--- config.mk ---
export PLATFORM = sky130hd
export DESIGN_NAME = gsim_out_collector
export DESIGN_NICKNAME = d
export VERILOG_FILES = /design/src/rtl/gsim_out_collector.sv
export SDC_FILE = /design/constraint.sdc
export NUM_CORES = 1
export LEC_CHECK = 0
export CORE_MARGIN = 1.5
export CORE_UTILIZATION = 45
export DETAILED_ROUTE_END_ITERATION = 7
export PLACE_DENSITY = 0.69
export RECOVER_POWER = 100
export SLEW_MARGIN = 20
export SYNTH_ARGS = -nofsm -noshare
export SYNTH_HDL_FRONTEND = slang
export SYNTH_SLANG_ARGS = --single-unit
--- constraint.sdc ---
create_clock -name clk -period 3 [get_ports clk]
set_input_delay 0.6 -clock clk [delete_from_list [all_inputs] [get_ports clk]]
set_output_delay 0.6 -clock clk [all_outputs]
set_load 0.05 [all_outputs]
--- src/rtl/gsim_out_collector.sv ---
// gsim_out_collector: captures 16-word Q16.16 solver frames into a ping-pong
// pair of banks, rounds each word to OUT_W bits and drains them over a
// valid/ready stream.
// Optional feature: define GSIM_OUT_SAT_EN to saturate converted words
// instead of wrapping them.
module gsim_out_collector #(
  parameter int FRAC_BITS = 16,
  parameter int OUT_W     = 16
) (
  input  logic             clk,
  input  logic             reset,
  input  logic             out_valid,
  input  logic [31:0]      x_out,
  output logic             y_valid,
  input  logic             y_ready,
  output logic [OUT_W-1:0] y_data,
  output logic             y_last,
  output logic             busy,
  output logic             overrun,
  output logic             frame_err
);

  typedef enum logic [1:0] {IDLE, CAPT, DROP} state_t;

  localparam logic signed [32:0] HALF = 33'sd1 <<< (FRAC_BITS - 1);

  state_t           state, state_n;
  logic [1:0]       full, full_n;
  logic             wp, wp_n, rp, rp_n;
  logic [3:0]       cnt, cnt_n, idx, idx_n;
  logic             quiet, quiet_n;
  logic             overrun_n, frame_err_n;
  logic             wr_en;
  logic [3:0]       wr_idx;
  logic signed [32:0] sum, r;
  logic [OUT_W-1:0] conv;
  logic [OUT_W-1:0] mem [0:1][0:15];

  // Round half toward +inf in 33 bits, then saturate or wrap to OUT_W.
  always_comb begin
    sum = $signed({x_out[31], x_out}) + HALF;
    r   = sum >>> FRAC_BITS;
`ifdef GSIM_OUT_SAT_EN
    if (r > ((33'sd1 <<< (OUT_W - 1)) - 33'sd1))
      conv = {1'b0, {(OUT_W-1){1'b1}}};
    else if (r < -(33'sd1 <<< (OUT_W - 1)))
      conv = {1'b1, {(OUT_W-1){1'b0}}};
    else
      conv = r[OUT_W-1:0];
`else
    conv = r[OUT_W-1:0];
`endif
  end

`ifndef GSIM_OUT_SAT_EN
  logic unused_r;
  assign unused_r = ^r[32:OUT_W];
`endif

  // Drain side is purely a view of the rp bank; outputs are forced to zero
  // while nothing is presented so reset leaves y_data at 0.
  assign y_valid = full[rp];
  assign y_last  = y_valid & (idx == 4'd15);
  assign y_data  = y_valid ? mem[rp][idx] : '0;
  assign busy    = (state != IDLE) | full[0] | full[1];

  // Next-state logic for capture FSM, bank flags, pointers and sticky flags.
  // quiet marks "out_valid not yet seen low since reset": a frame already in
  // flight at release is dropped without flagging an overrun.
  always_comb begin
    state_n     = state;
    full_n      = full;
    wp_n        = wp;
    rp_n        = rp;
    cnt_n       = cnt;
    idx_n       = idx;
    quiet_n     = quiet;
    overrun_n   = overrun;
    frame_err_n = frame_err;
    wr_en       = 1'b0;
    wr_idx      = cnt;
    if (!out_valid) quiet_n = 1'b0;
    case (state)
      IDLE: begin
        if (out_valid) begin
          if (quiet || full[wp]) begin
            state_n = DROP;
          end else begin
            wr_en   = 1'b1;
            wr_idx  = '0;
            cnt_n   = 4'd1;
            state_n = CAPT;
          end
        end
      end
      CAPT: begin
        if (out_valid) begin
          wr_en  = 1'b1;
          wr_idx = cnt;
          cnt_n  = cnt + 4'd1;
          if (cnt == 4'd15) begin
            full_n[wp] = 1'b1;
            wp_n       = ~wp;
            cnt_n      = '0;
            state_n    = IDLE;
          end
        end else begin
          frame_err_n = 1'b1;
          cnt_n       = '0;
          state_n     = IDLE;
        end
      end
      DROP: begin
        if (!out_valid) begin
          if (!quiet) overrun_n = 1'b1;
          state_n = IDLE;
        end
      end
      default: state_n = IDLE;
    endcase
    // Capture only ever completes into a non-full bank while the drain only
    // clears a full one, so both updates can land in the same cycle.
    if (y_valid && y_ready) begin
      idx_n = idx + 4'd1;
      if (idx == 4'd15) begin
        full_n[rp] = 1'b0;
        rp_n       = ~rp;
        idx_n      = '0;
      end
    end
  end

  // Control state register with asynchronous active-low reset.
  always_ff @(posedge clk or negedge reset) begin
    if (!reset) begin
      state     <= IDLE;
      full      <= '0;
      wp        <= 1'b0;
      rp        <= 1'b0;
      cnt       <= '0;
      idx       <= '0;
      quiet     <= 1'b1;
      overrun   <= 1'b0;
      frame_err <= 1'b0;
    end else begin
      state     <= state_n;
      full      <= full_n;
      wp        <= wp_n;
      rp        <= rp_n;
      cnt       <= cnt_n;
      idx       <= idx_n;
      quiet     <= quiet_n;
      overrun   <= overrun_n;
      frame_err <= frame_err_n;
    end
  end

  // Bank storage write port; contents are only meaningful while full is set.
  always_ff @(posedge clk) begin
    if (wr_en) mem[wp][wr_idx] <= conv;
  end

endmodule

## After elaboration in Yosys (flattened, before gate mapping)

Memory sizes are Yosys's and may differ from the RTL's.
Cells that the tools add are included.

| word-level totals | value |
|---|---|
| memories | 1 |
| register bits after elaboration | 17 |
| logic and storage cells | 94 |
| bits in read-only memories | 0 |
| bits of input ports | 36 |
| output and inout bits | 21 |
| RAM bits | 512 |
| latch bits | 0 |

| cells by class | value |
|---|---|
| bitwise logic cells | 12 |
| shift operators | 0 |
| order comparisons | 7 |
| mux-type cells | 40 |
| multipliers | 0 |
| divide/modulo/power cells | 0 |
| add/subtract/negate cells | 3 |
| reductions and logical operators | 14 |
| equal/unequal tests | 8 |

Memories:

| name | depth | width | rd ports | clocked after Yosys merged registers in | wr ports | line | source |
|---|---|---|---|---|---|---|---|
| mem | 2 | 256 | 1 | 0 | 1 | 37 | `logic [OUT_W-1:0] mem [0:1][0:15];` |

Operators by type and width:

| operator | number |
|---|---|
| 256-bit 2-to-1 mux | 1 |
| 16-bit binary-select mux with 4-bit select | 1 |
| 16-bit demux with 4-bit select | 1 |
| 16-bit 2-to-1 mux | 4 |
| 32-bit by 17-bit adder with 32-bit output (second input constant) | 1 |
| 4-bit 2-to-1 mux | 8 |
| 2-bit 2-to-1 mux | 10 |
| 3-bit AND reduction | 4 |
| 5-bit greater-or-equal comparator (second input constant) | 2 |
| 1-bit 2-to-1 mux | 10 |
| 4-bit NOT with 5-bit output | 2 |
| 4-bit by 1-bit adder with 4-bit output (second input constant) | 2 |
| 4-bit == test (second input constant) | 2 |
| 4-bit one-hot mux with 2 select lines | 1 |
| 2-bit != test (second input constant) | 3 |
| 2-bit one-hot mux with 3 select lines | 1 |
| 5-bit by 1-bit < comparator with 1-bit output (second input constant) | 1 |
| 1-bit logical AND | 4 |
| 1-bit by 2-bit < comparator with 1-bit output (second input constant) | 2 |
| 1-bit NOT | 4 |
| 2-bit AND reduction | 2 |
| 2-bit nonzero test | 2 |
| 3-bit != test (second input constant) | 1 |
| 2-bit AND | 1 |
| 11 further kinds | 14 |

## Logic depth before layout (Yosys ltp)

| logic depth | value |
|---|---|
| depth after elaboration | 12 |
| mapped depth | 9 |
| gate-level depth less buffers | 5 |

## Worst setup path before layout

No wires, ideal clock.

| timing | value |
|---|---|
| path type | input -> register |
| start point | input x_out[15] |
| end point | memory mem[0][109] in the netlist's numbering (data pin) |
| path slack | 152 ps |
| required time | 2629 ps |
| data arrival time | 2477 ps |
| path buffers | 0 |
| setup time | 371 ps |
| stages | 5 |
| cell sequence | ha_1 > nand2_1 > or4b_1 > nor2_1 > xor2_1 |

| on the way | value |
|---|---|
| longest elaborated chain between the ends | 1 |

RTL lines:

| element | line | source |
|---|---|---|
| from (decl) | 13 | `input logic [31:0] x_out,` |
| 32-bit by 17-bit adder with 32-bit output | 41 | `sum = $signed({x_out[31], x_out}) + HALF;` |
| via sum[29] | 35 | `logic signed [32:0] sum, r;` |
| to (decl) | 37 |  |

The timed path passes the listed nets, and every way through them passes these cells.

## Final worst setup path

| timing | value |
|---|---|
| start point | register rp |
| end point | output y_data[13] |

| on the way | value |
|---|---|
| longest elaborated chain between the ends | 5 |
| elaborated cells on any way between the ends | 7 |
| those cells by class | mux: 6; memory: 1 |

RTL lines:

| element | line | source |
|---|---|---|
| from (decl) | 29 | `logic wp, wp_n, rp, rp_n;` |
| from (signal assigned) | 149 | `rp <= rp_n;` |
| memory 2 x 256 bit | -- |  |
| 16-bit binary-select mux with 4-bit select | 64 | `assign y_data = y_valid ? mem[rp][idx] : '0;` |
| 16-bit 2-to-1 mux (not written as such) (2 in series) | 64 |  |
| 16-bit 2-to-1 mux (*) | 64 |  |
| to (decl) | 16 | `output logic [OUT_W-1:0] y_data,` |

Mark *: on every way between the ends. The rest lies on a longest branch, timed or not. The select of a mux whose other input is x is not followed.

==> impl.org <==
** Outcome
- The run finished, with violations left.
- The final reports fail on max-capacitance violations, max-slew violations, negative setup slack.

** Worst setup path
- Of all nets on the critical path, the largest fanout is 6.
- STA classifies the critical path startpoint as a flip-flop.
- The critical path contains buffers and inverters numbering 4 combined.
- For the worst setup path, the data required time is 2.40 ns.
- Cell Chain, Critical Path :: buf_12, buf_16, buf_4, mux4_2, mux2i_1, or2_4, a221oi_4, buf_6
- CP max stage cell :: dfrtp_4
- STA puts the critical path data arrival time at 2.76 ns.
- CP top delay family :: buffers and inverters
- For this run, the slowest stage of the critical path takes around 0.5 ns.
- The worst setup path is of the reg2out kind.
- The worst setup path is captured at an output port.

** Synth
- Yosys attributes the largest share of cell area to edfxtp_1 72%, mux2i_1 6.8%, mux4_2 6.7%, dfrtp_1 1.9%, a221oi_2 1.1%.
- Synthesis inferred between 500 and 600 register bits.
- The synthesized netlist contains between 50 and 60 unique library cells.
- Synth async-reset ratio :: 3.21%
- Number of enable-type register cells in the synthesized netlist :: around 500
- Sequential element share of the synthesized area :: 74.3%
- The Yosys step of the flow raised 0 warnings.
- Summing every instance area after synthesis gives between 0.02 and 0.025 mm^2.
- Synthesized instance count :: 1128
- A synthesized cell averages approximately 19 um^2.
- The most used flip-flop cell after synthesis is edfxtp_1.
- The synthesized design spends more area on one cell type than any other, namely edfxtp_1.
- Total nets after synthesis :: between 1000 and 1500
- In this run the biggest area consumer among cell types represents about 72% of the synthesized area.

** Die
- In this run the core area contains 79 standard-cell rows.
- The die covers 0.0486 mm^2.
- In this run the count of I/O pins placed on the die edge is 57.
- For this configuration, the core starts out at a cell density of around 46%.
- Area of the core :: 0.0466 mm^2
- Die Span Y :: around 220 um
- Width of the die :: roughly 220 um

** STA
- Final period util :: 112%
- Setup ws final :: -0.361 ns
- For the final database, setup skew stands at 0.0155 ns.
- Highest clock frequency the design can meet :: slightly below 0.3 GHz
- Count of endpoints failing hold in the final timing report :: 0
- Setup violations remaining at the end of the flow were counted as 18.
- Setup repair after global routing could not meet its margin everywhere.
- The number of max-slew violations in the final report is 66.
- Post-layout min period :: 3.36 ns
- At the pin with the least slew margin, the transition time is ~1.7 ns.
- Worst hold slack across all endpoints :: 0.480 ns
- Relative slew slack :: -15.2%

** Clock network
- In this run the clock root is driven by a clkbuf_16.
- The clock passes through at most 3 buffers.
- TritonCTS built the clock tree.
- In this run the number of H-tree levels came out at 2.
- Clock-pin slew on the worst setup and hold paths :: about 0.060 ns
- For this design, the sink count on the clock tree is ~530.
- Clock latency reported for the late side of the worst-skew pair :: between 0.5 and 0.6 ns
- Total clock buffers created by CTS :: 51

** Route
- Final ANT Viol Nets :: 0
- After detailed routing, the average wire length per cell comes to ~25 um.
- For this block, the initial DRC count from the detailed router was approximately 1100.
- After detailed routing, the total wire length is around 48000 um.
- In the routed layout, each cell is associated on average with a via count of 5.70.
- The pre-antenna-repair detailed-routing pass consisted of 5 iterations.
- Number of vias in the routed layout :: about 11000
- DRC Markers :: 0

** Worst hold path
- In this run the worst hold path is classified as reg2reg.

** Cells and area
- Proportion of layout cells with a drive suffix above 1 :: about 28%
- Diode count :: 0
- Fill cell count :: around 3500
- Synth-to-layout area growth :: 20.3%
- Number of nets in the layout :: 1327

** GRT
- Pin count of the biggest net entering global routing :: 37
- Antenna violations before repair :: 2
- For this run the aggregate overflow at the end of global routing stands at 0.
- Global-route total usage across every layer :: 20.3%
- Wire length of the first global-routing pass :: a little over 70000 um
- The via count of the first global-routing pass is between 10000 and 15000.

** Pwr
- The internal power of the cells totals roughly 12000 uW.
- Cell leakage power :: approximately 0.008 uW
- Combinational logic burns 3.7% of the power.
- Net switching is 20.2% of the power.
- VDD sags by at most roughly 0.43 mV.
- Sequential share of power :: between 50% and 60%
- Clock share of power :: 42.2%
- Cell area power density :: roughly 600 mW/mm^2
- In this run the power spent charging and discharging nets is 3080 uW.

** Placed design
- GPL Wtd Cong :: about 0.8
- Dpl hpwl :: 28800 um
- Port-buffer cells :: 41
- Setup WS pre-CTS :: roughly 0.059 ns

** Job
- The tool flagged a number of max-cap violations equal to 2.
==> state kept, by name, indices dropped and copies added, names as in the netlist <==
signal	count
quiet	1
overrun	1
rp	1
frame_err	1
full	2
state	2
idx	4
mem	512
wp	1
cnt	4
==> stage by stage <==
stage	instance area [um^2]	utilization, %	TNS, ns	total power, uW	instances
6_report	25600	55.0	-5.20	15300	1936
5_1_grt	25600	55.0	-6.29	15700	1936
4_1_cts	25400	54.6	-5.17	15400	1923
3_5_place_dp	23300	50.0	0	8950	1820
3_3_place_gp	23300	50.0	0	8930	1820
2_1_floorplan	21300	-	0	8660	1128
==> worst reg2reg max path, delay by kind of cell (launching register included) <==
kind            cells  cell delay (ns)
buf+inv             1             0.28
compound gates      1             0.29
mux                 1             0.40
flops               1             0.62
simple gates        2             0.40
==> final timing paths <==
path	slack, ns	depth (start not counted)	startpoint	end
min in group asynchronous	0.57	1	reset	idx[0]
worst max register to register	0.67	5	wp	mem[1][49]
worst max-delay path	-0.36	8	rp	y_data[13]
worst min-delay path	0.48	1	frame_err	frame_err
max in group asynchronous	1.79	1	reset	rp
worst min register to register	0.48	1	frame_err	frame_err
==> synthesized netlist by cell type, types with 4 or more instances <==
cell / n
nor2b_1: 6
mux4_2: 63
dfrtp_1: 16
buf_2: 12
nor3_1: 4
a221oi_1: 16
clkbuf_1: 29
a22oi_1: 16
o21ai_0: 19
a21oi_1: 20
mux2i_1: 145
or2_2: 5
o31ai_1: 4
nor2_1: 46
buf_4: 11
xnor2_1: 10
a41oi_1: 16
a221oi_2: 16
edfxtp_1: 512
nand2_1: 49
buf_12: 7
o221ai_1: 16
inv_1: 5
buf_6: 6
nand4_1: 6
nand3_1: 11
or2_1: 14
xor2_1: 7
==> per-layer routing <==
| layer | vias to the layer above | track usage (%) | part of all wire, % |
|---|---|---|---|
| met5 | - | 0 | 0 |
| li1 | 4893 | - | - |
| met3 | 74 | 3.18 | 6.4 |
| met4 | 0 | 7.14 | 2.8 |
| met2 | 388 | 32.9 | 48 |
| met1 | 5675 | 28.0 | 43 |
==> power groups by stage <==
stage	Sequential [uW]	Combinational [uW]	Clock (uW)
after detailed placement	8400	550	0
final	8250	561	6450
after CTS	8250	571	6560
after global placement	8400	527	0
after global routing	8260	603	6820
after floorplan	8400	263	0
==> placed cells by master (no fill, tap or decap), types with 15 or more instances in the layout <==
cell and instances:
clkdlybuf4s50_1 18, edfxtp_1 512, mux2i_1 141, clkbuf_1 20, buf_4 83, nor2_1 46, buf_6 23, clkbuf_16 53
buf_12 28, nand2_1 49, o21ai_1 15, mux4_2 63
==> cell type report <==
| type | instances | area (um^2) | area share (%) |
|---|---|---|---|
| Sequential cell | 529 | 15800 | 61.8 |
| Multi-Input combinational cell | 526 | 5390 | 21.1 |
| Timing Repair Buffer | 174 | 1930 | 7.53 |
| Clock buffer | 72 | 1410 | 5.49 |
| Tap cell | 607 | 759 | 2.97 |
| Clock inverter | 22 | 277 | 1.08 |
| Inverter | 6 | 22.5 | 0.0880 |
==> repair_timing <==
action / 4_1_cts / 5_1_grt
endpoints found under the setup margin: 18 / 16
pin swaps: 24 / 23
gates resized for setup: 72 / 31
gates cloned: 2 / 1
buffers inserted: 9 / 12
hold buffers: 0 / 0
==> cells by family after synthesis <==
logic type,share of synthesized area (%)
simple gates,3.54
flops,74.3
buf+inv,2.31
mux,13.8
fa+ha+maj,0.176
compound gates,5.16
xor+xnor,0.700
(Power assumes the default switching activity.)
==> edit 1: new RTL, same flow settings <==
Put one more register stage on the output `overrun`, with the module's reset. The value now appears one clock later. The other outputs are not delayed to match.
--- a/src/rtl/gsim_out_collector.sv
+++ b/src/rtl/gsim_out_collector.sv
@@ -24,4 +24,6 @@
 
   localparam logic signed [32:0] HALF = 33'sd1 <<< (FRAC_BITS - 1);
+
+  logic overrun_s0;
 
   state_t           state, state_n;
@@ -76,5 +78,5 @@
     idx_n       = idx;
     quiet_n     = quiet;
-    overrun_n   = overrun;
+    overrun_n   = overrun_s0;
     frame_err_n = frame_err;
     wr_en       = 1'b0;
@@ -141,5 +143,5 @@
       idx       <= '0;
       quiet     <= 1'b1;
-      overrun   <= 1'b0;
+      overrun_s0 <= 1'b0;
       frame_err <= 1'b0;
     end else begin
@@ -151,5 +153,5 @@
       idx       <= idx_n;
       quiet     <= quiet_n;
-      overrun   <= overrun_n;
+      overrun_s0 <= overrun_n;
       frame_err <= frame_err_n;
     end
@@ -161,4 +163,12 @@
   end
 
+  always_ff @(posedge clk or negedge reset) begin
+    if (!reset) begin
+      overrun <= '0;
+    end else begin
+      overrun <= overrun_s0;
+    end
+  end
+
 endmodule
 
Formal check against the unedited RTL: no difference found for any inputs over 10 cycles, from zero or initial values and one cycle with reset low; that may be too few to reach the edited logic, so the function may still have changed.
==> edit 1 against the unedited design <==
The run ends with design-rule violations, max-capacitance violations, max-slew violations, negative setup slack left; critical path depth shrank 1; synthesized area about the same; sequential share of layout area decreased by 0.27 points; cell count fell by 0.36%; die area barely moved; first-iteration DRC count shrank 16%; design area up 0.61%; combinational power grew 2%; setup slack worse by 0.0083 ns; sequential cell count rose by 1; power decreased by 2.7%; maximum frequency down 0.25%; wire length increased by 1.5%.
==> edit 1: results (changes against the unedited design) <==
yosys:
  syn_area_per_cell_sq_um: 18.9  # +0.17%
  synth_compound_area_share_pct: 5.16  # about the same
  synthAdderAreaFrac_pct: 0.176  # about the same
  ys_seq_area_share_pct: 74.3  # about the same
  ys_top_cells_by_count: "edfxtp_1 (512), mux2i_1 (145), mux4_2 (64), nand2_1 (46), nor2_1 (46)"
  synth.distinct_cells: 54  # +1.9%
  syn_nets: 1166  # -0.086%
placed_design:
  dp.cells: 1810  # -0.55%
  dpl.hpwl_mm: 29.0  # +0.91%
  place.gp.congestion: 0.811  # -0.63%
  pre_cts_ws_ns: 0.108  # +0.0485 ns
power:
  leakagePower_nw: 7.95  # -0.58%
  vdd_ir_drop_max_v: 0.000521  # +22%
worst_setup_path:
  cp-endpoint: "y_data[12]"
  cpPeakStageDelay_ns: 0.53  # +0.03 ns
  crit_family: "compound AO/OA/AOI/OAI gates"
  cp.arrival_ns: 2.77  # about the same
sta:
  drv_slew: 33  # -50%
  setup_tns_ns: -4.32  # +0.879 ns
  setup_viol: 16  # -2
  setup_slack_ns: -0.369  # -0.00831 ns
  worst_hold_slack_ns: 0.381  # -0.0990 ns
clock_network:
  post_cts_resized: 77  # +6.9%
  cts-buffers-inserted: 52  # +2.0%
  cts_setup_buffers: 11  # +2
global_route:
  grt_pass1_vias: 11100  # -0.13%
  grt_pass1_wl_mm: 70.1  # -0.74%
  antenna_found_initial: 0  # -2
outcome:
  violations: "design-rule violations, max-capacitance violations, max-slew violations, negative setup slack"
  status: "finished, violations left"
worst_hold_path:
  hold-path-cell-count: 0  # -1
  worstHoldStart: "overrun_s0"
route:
  post_drt_wl_per_cell_microns: 25.2  # +1.9%
  drc: 4  # +4
  via_per_inst: 5.79  # +1.7%
  dr.pass1.iters: 7  # +2
  drt_wl_total_mm: 48.7  # +1.5%
cells_and_area:
  layout-drive-gt1-share_pct: 29.2  # +1.4 points
  fin_nets: 1319  # -0.60%
job:
  drv_cap: 1  # -1
edit 1: cell count changes after synthesis, sizes merged:
cell    delta
a22o       +1
a32o       +1
buf        +1
clkbuf     -1
dfrtp      +1
mux2       +1
nand2      -3
o21ai      -2
o31ai      -1
or2        +1
edit 1: layout make-up:
type / count / area [sq um]
fillers: 3491 / 20900
clock buffers: 69 / 1390
repair buffers: 166 / 2020
inverters: 6 / 22.5
well taps: 607 / 759
multi-input cells: 524 / 5560
flip-flops and latches: 530 / 15800
clock inverters: 27 / 163
edit 1: metal layers:
metal | global-route usage, % | vias up | share of wire, %
li1 | - | 4887 | -
met1 | 26.9 | 5811 | 41
met2 | 32.5 | 390 | 50
met3 | 4.30 | 84 | 6.7
met4 | 6.22 | 0 | 2.6
met5 | 0 | - | 0
edit 1: report_power, final:
part | internal [W] | leakage, nW | switching, W
clock network | 0.00334 | 0.764 | 0.00267
registers | 0.00823 | 4.84 | 0.0000421
logic | 0.000192 | 2.35 | 0.000378
total | 0.0118 | 7.95 | 0.00309
==> edit 2: new RTL, same flow settings <==
Without the edit above. The parameter `OUT_W` goes from 16 to 32.
--- a/src/rtl/gsim_out_collector.sv
+++ b/src/rtl/gsim_out_collector.sv
@@ -6,5 +6,5 @@
 module gsim_out_collector #(
   parameter int FRAC_BITS = 16,
-  parameter int OUT_W     = 16
+  parameter int OUT_W     = 32
 ) (
   input  logic             clk,
Ports: changed (resized y_data); port bits go from 57 to 73. The function was not compared with the original's and may differ.
==> edit 2 against the unedited design <==
The flow still finishes with violations (max-capacitance violations, max-slew violations, negative setup slack); sequential cell count increased by 32; setup slack worse by 0.074 ns; design area up 7.9%; power up 3.6%; non-clock buffer count grew 45; wire length is 13% higher; register-to-register slack lost 0.30 ns; via count up 10%; sequential power rose by 5.6%; synthesized area is 6.7% higher.
==> edit 2: results (changes against the unedited design) <==
outcome:
  violations: "max-capacitance violations, max-slew violations, negative setup slack"
  status: "finished, violations left"
sta:
  setup_viol: 34  # +16
  relSlewSlack_pct: -10.1  # +5.1 points
  worst_hold_slack_ns: 0.474  # -0.00566 ns
  drv_slew: 33  # -50%
  setup_tns_ns: -13.17  # -7.96 ns
  setup_slack_ns: -0.435  # -0.0743 ns
placed_design:
  place.gp.congestion: 0.790  # -3.2%
  io_buffers: 57  # +39%
yosys:
  synthAdderAreaFrac_pct: 0.165  # -0.011 points
  synth_area_leaders: "edfxtp_1 (72%), mux2i_1 (6.8%), mux4_2 (6.1%)"
  ys_top_cells_by_count: "edfxtp_1 (544), mux2i_1 (154), mux4_2 (61), nand2_1 (53), nor2_1 (49)"
  synth.distinct_cells: 52  # -1.9%
  synth_compound_area_share_pct: 5.22  # +0.058 points
  ys_seq_area_share_pct: 73.9  # -0.40 points
route:
  via_per_inst: 5.74  # +0.80%
  drt_wl_total_mm: 54.1  # +13%
cells_and_area:
  final.fill_count: 3747  # +6.9%
  fin_nets: 1438  # +8.4%
job:
  drv_cap: 1  # -1
global_route:
  grt_max_degree: 46  # +24%
  grt_pass1_vias: 11900  # +7.2%
  track_usage_pct: 20.5  # +0.27 points
worst_setup_path:
  r2r-start: "state[1]"
  rrSetupSlack_ns: 0.37  # -0.30 ns
==> edit 2: cell count changes after synthesis, sizes merged, moves of 8 or more <==
cell    before  now
buf         37   71
clkbuf      30   16
edfxtp     512  544
mux2i      146  154
==> edit 2: per-layer routing <==
layer  track usage (%)  wire [microns]  up-vias
met5                 0               0        -
met4              6.17            1680        0
met3              4.47            4140       85
met2              32.9           26200      427
met1              28.3           22100     6358
li1                  -               -     5276
==> edit 2: worst max-delay path by stage <==
stage,slack [ns],start,to,cells after the start
floorplan,-0.12,rp,y_data[17],9
detailed placement,-0.09,rp,y_data[1],6
global route,-0.51,rp,y_data[1],10
finish,-0.44,rp,y_data[1],10
CTS,-0.46,rp,y_data[30],9
global placement,-0.04,rp,y_data[1],6
==> edit 2: what timing repair did <==
action	CTS	global route
setup endpoints to repair	34	33
gates resized for setup	61	89
cloned	4	4
buffers inserted	7	32
pin swaps	10	34
==> edit 2: report_power, final <==
part | leakage (nW) | internal (W) | switching, W | total, W
Sequential | 5.11 | 0.00868 | 0.0000256 | 0.00871
Clock | 0.854 | 0.00384 | 0.00283 | 0.00667
Combinational | 2.63 | 0.000123 | 0.000305 | 0.000428
Total | 8.60 | 0.0126 | 0.00316 | 0.0158
==> edit 2: final cells by class <==
| class | count | area (sq um) | area share, % |
|---|---|---|---|
| diodes | 1 | 2.50 | 0.00906 |
| clock buffers | 80 | 1550 | 5.62 |
| clock inverters | 20 | 193 | 0.697 |
| inverters | 7 | 28.8 | 0.104 |
| multi-input cells | 555 | 5830 | 21.1 |
| flip-flops and latches | 561 | 16800 | 60.7 |
| well taps | 672 | 841 | 3.04 |
| repair buffers | 219 | 2400 | 8.71 |
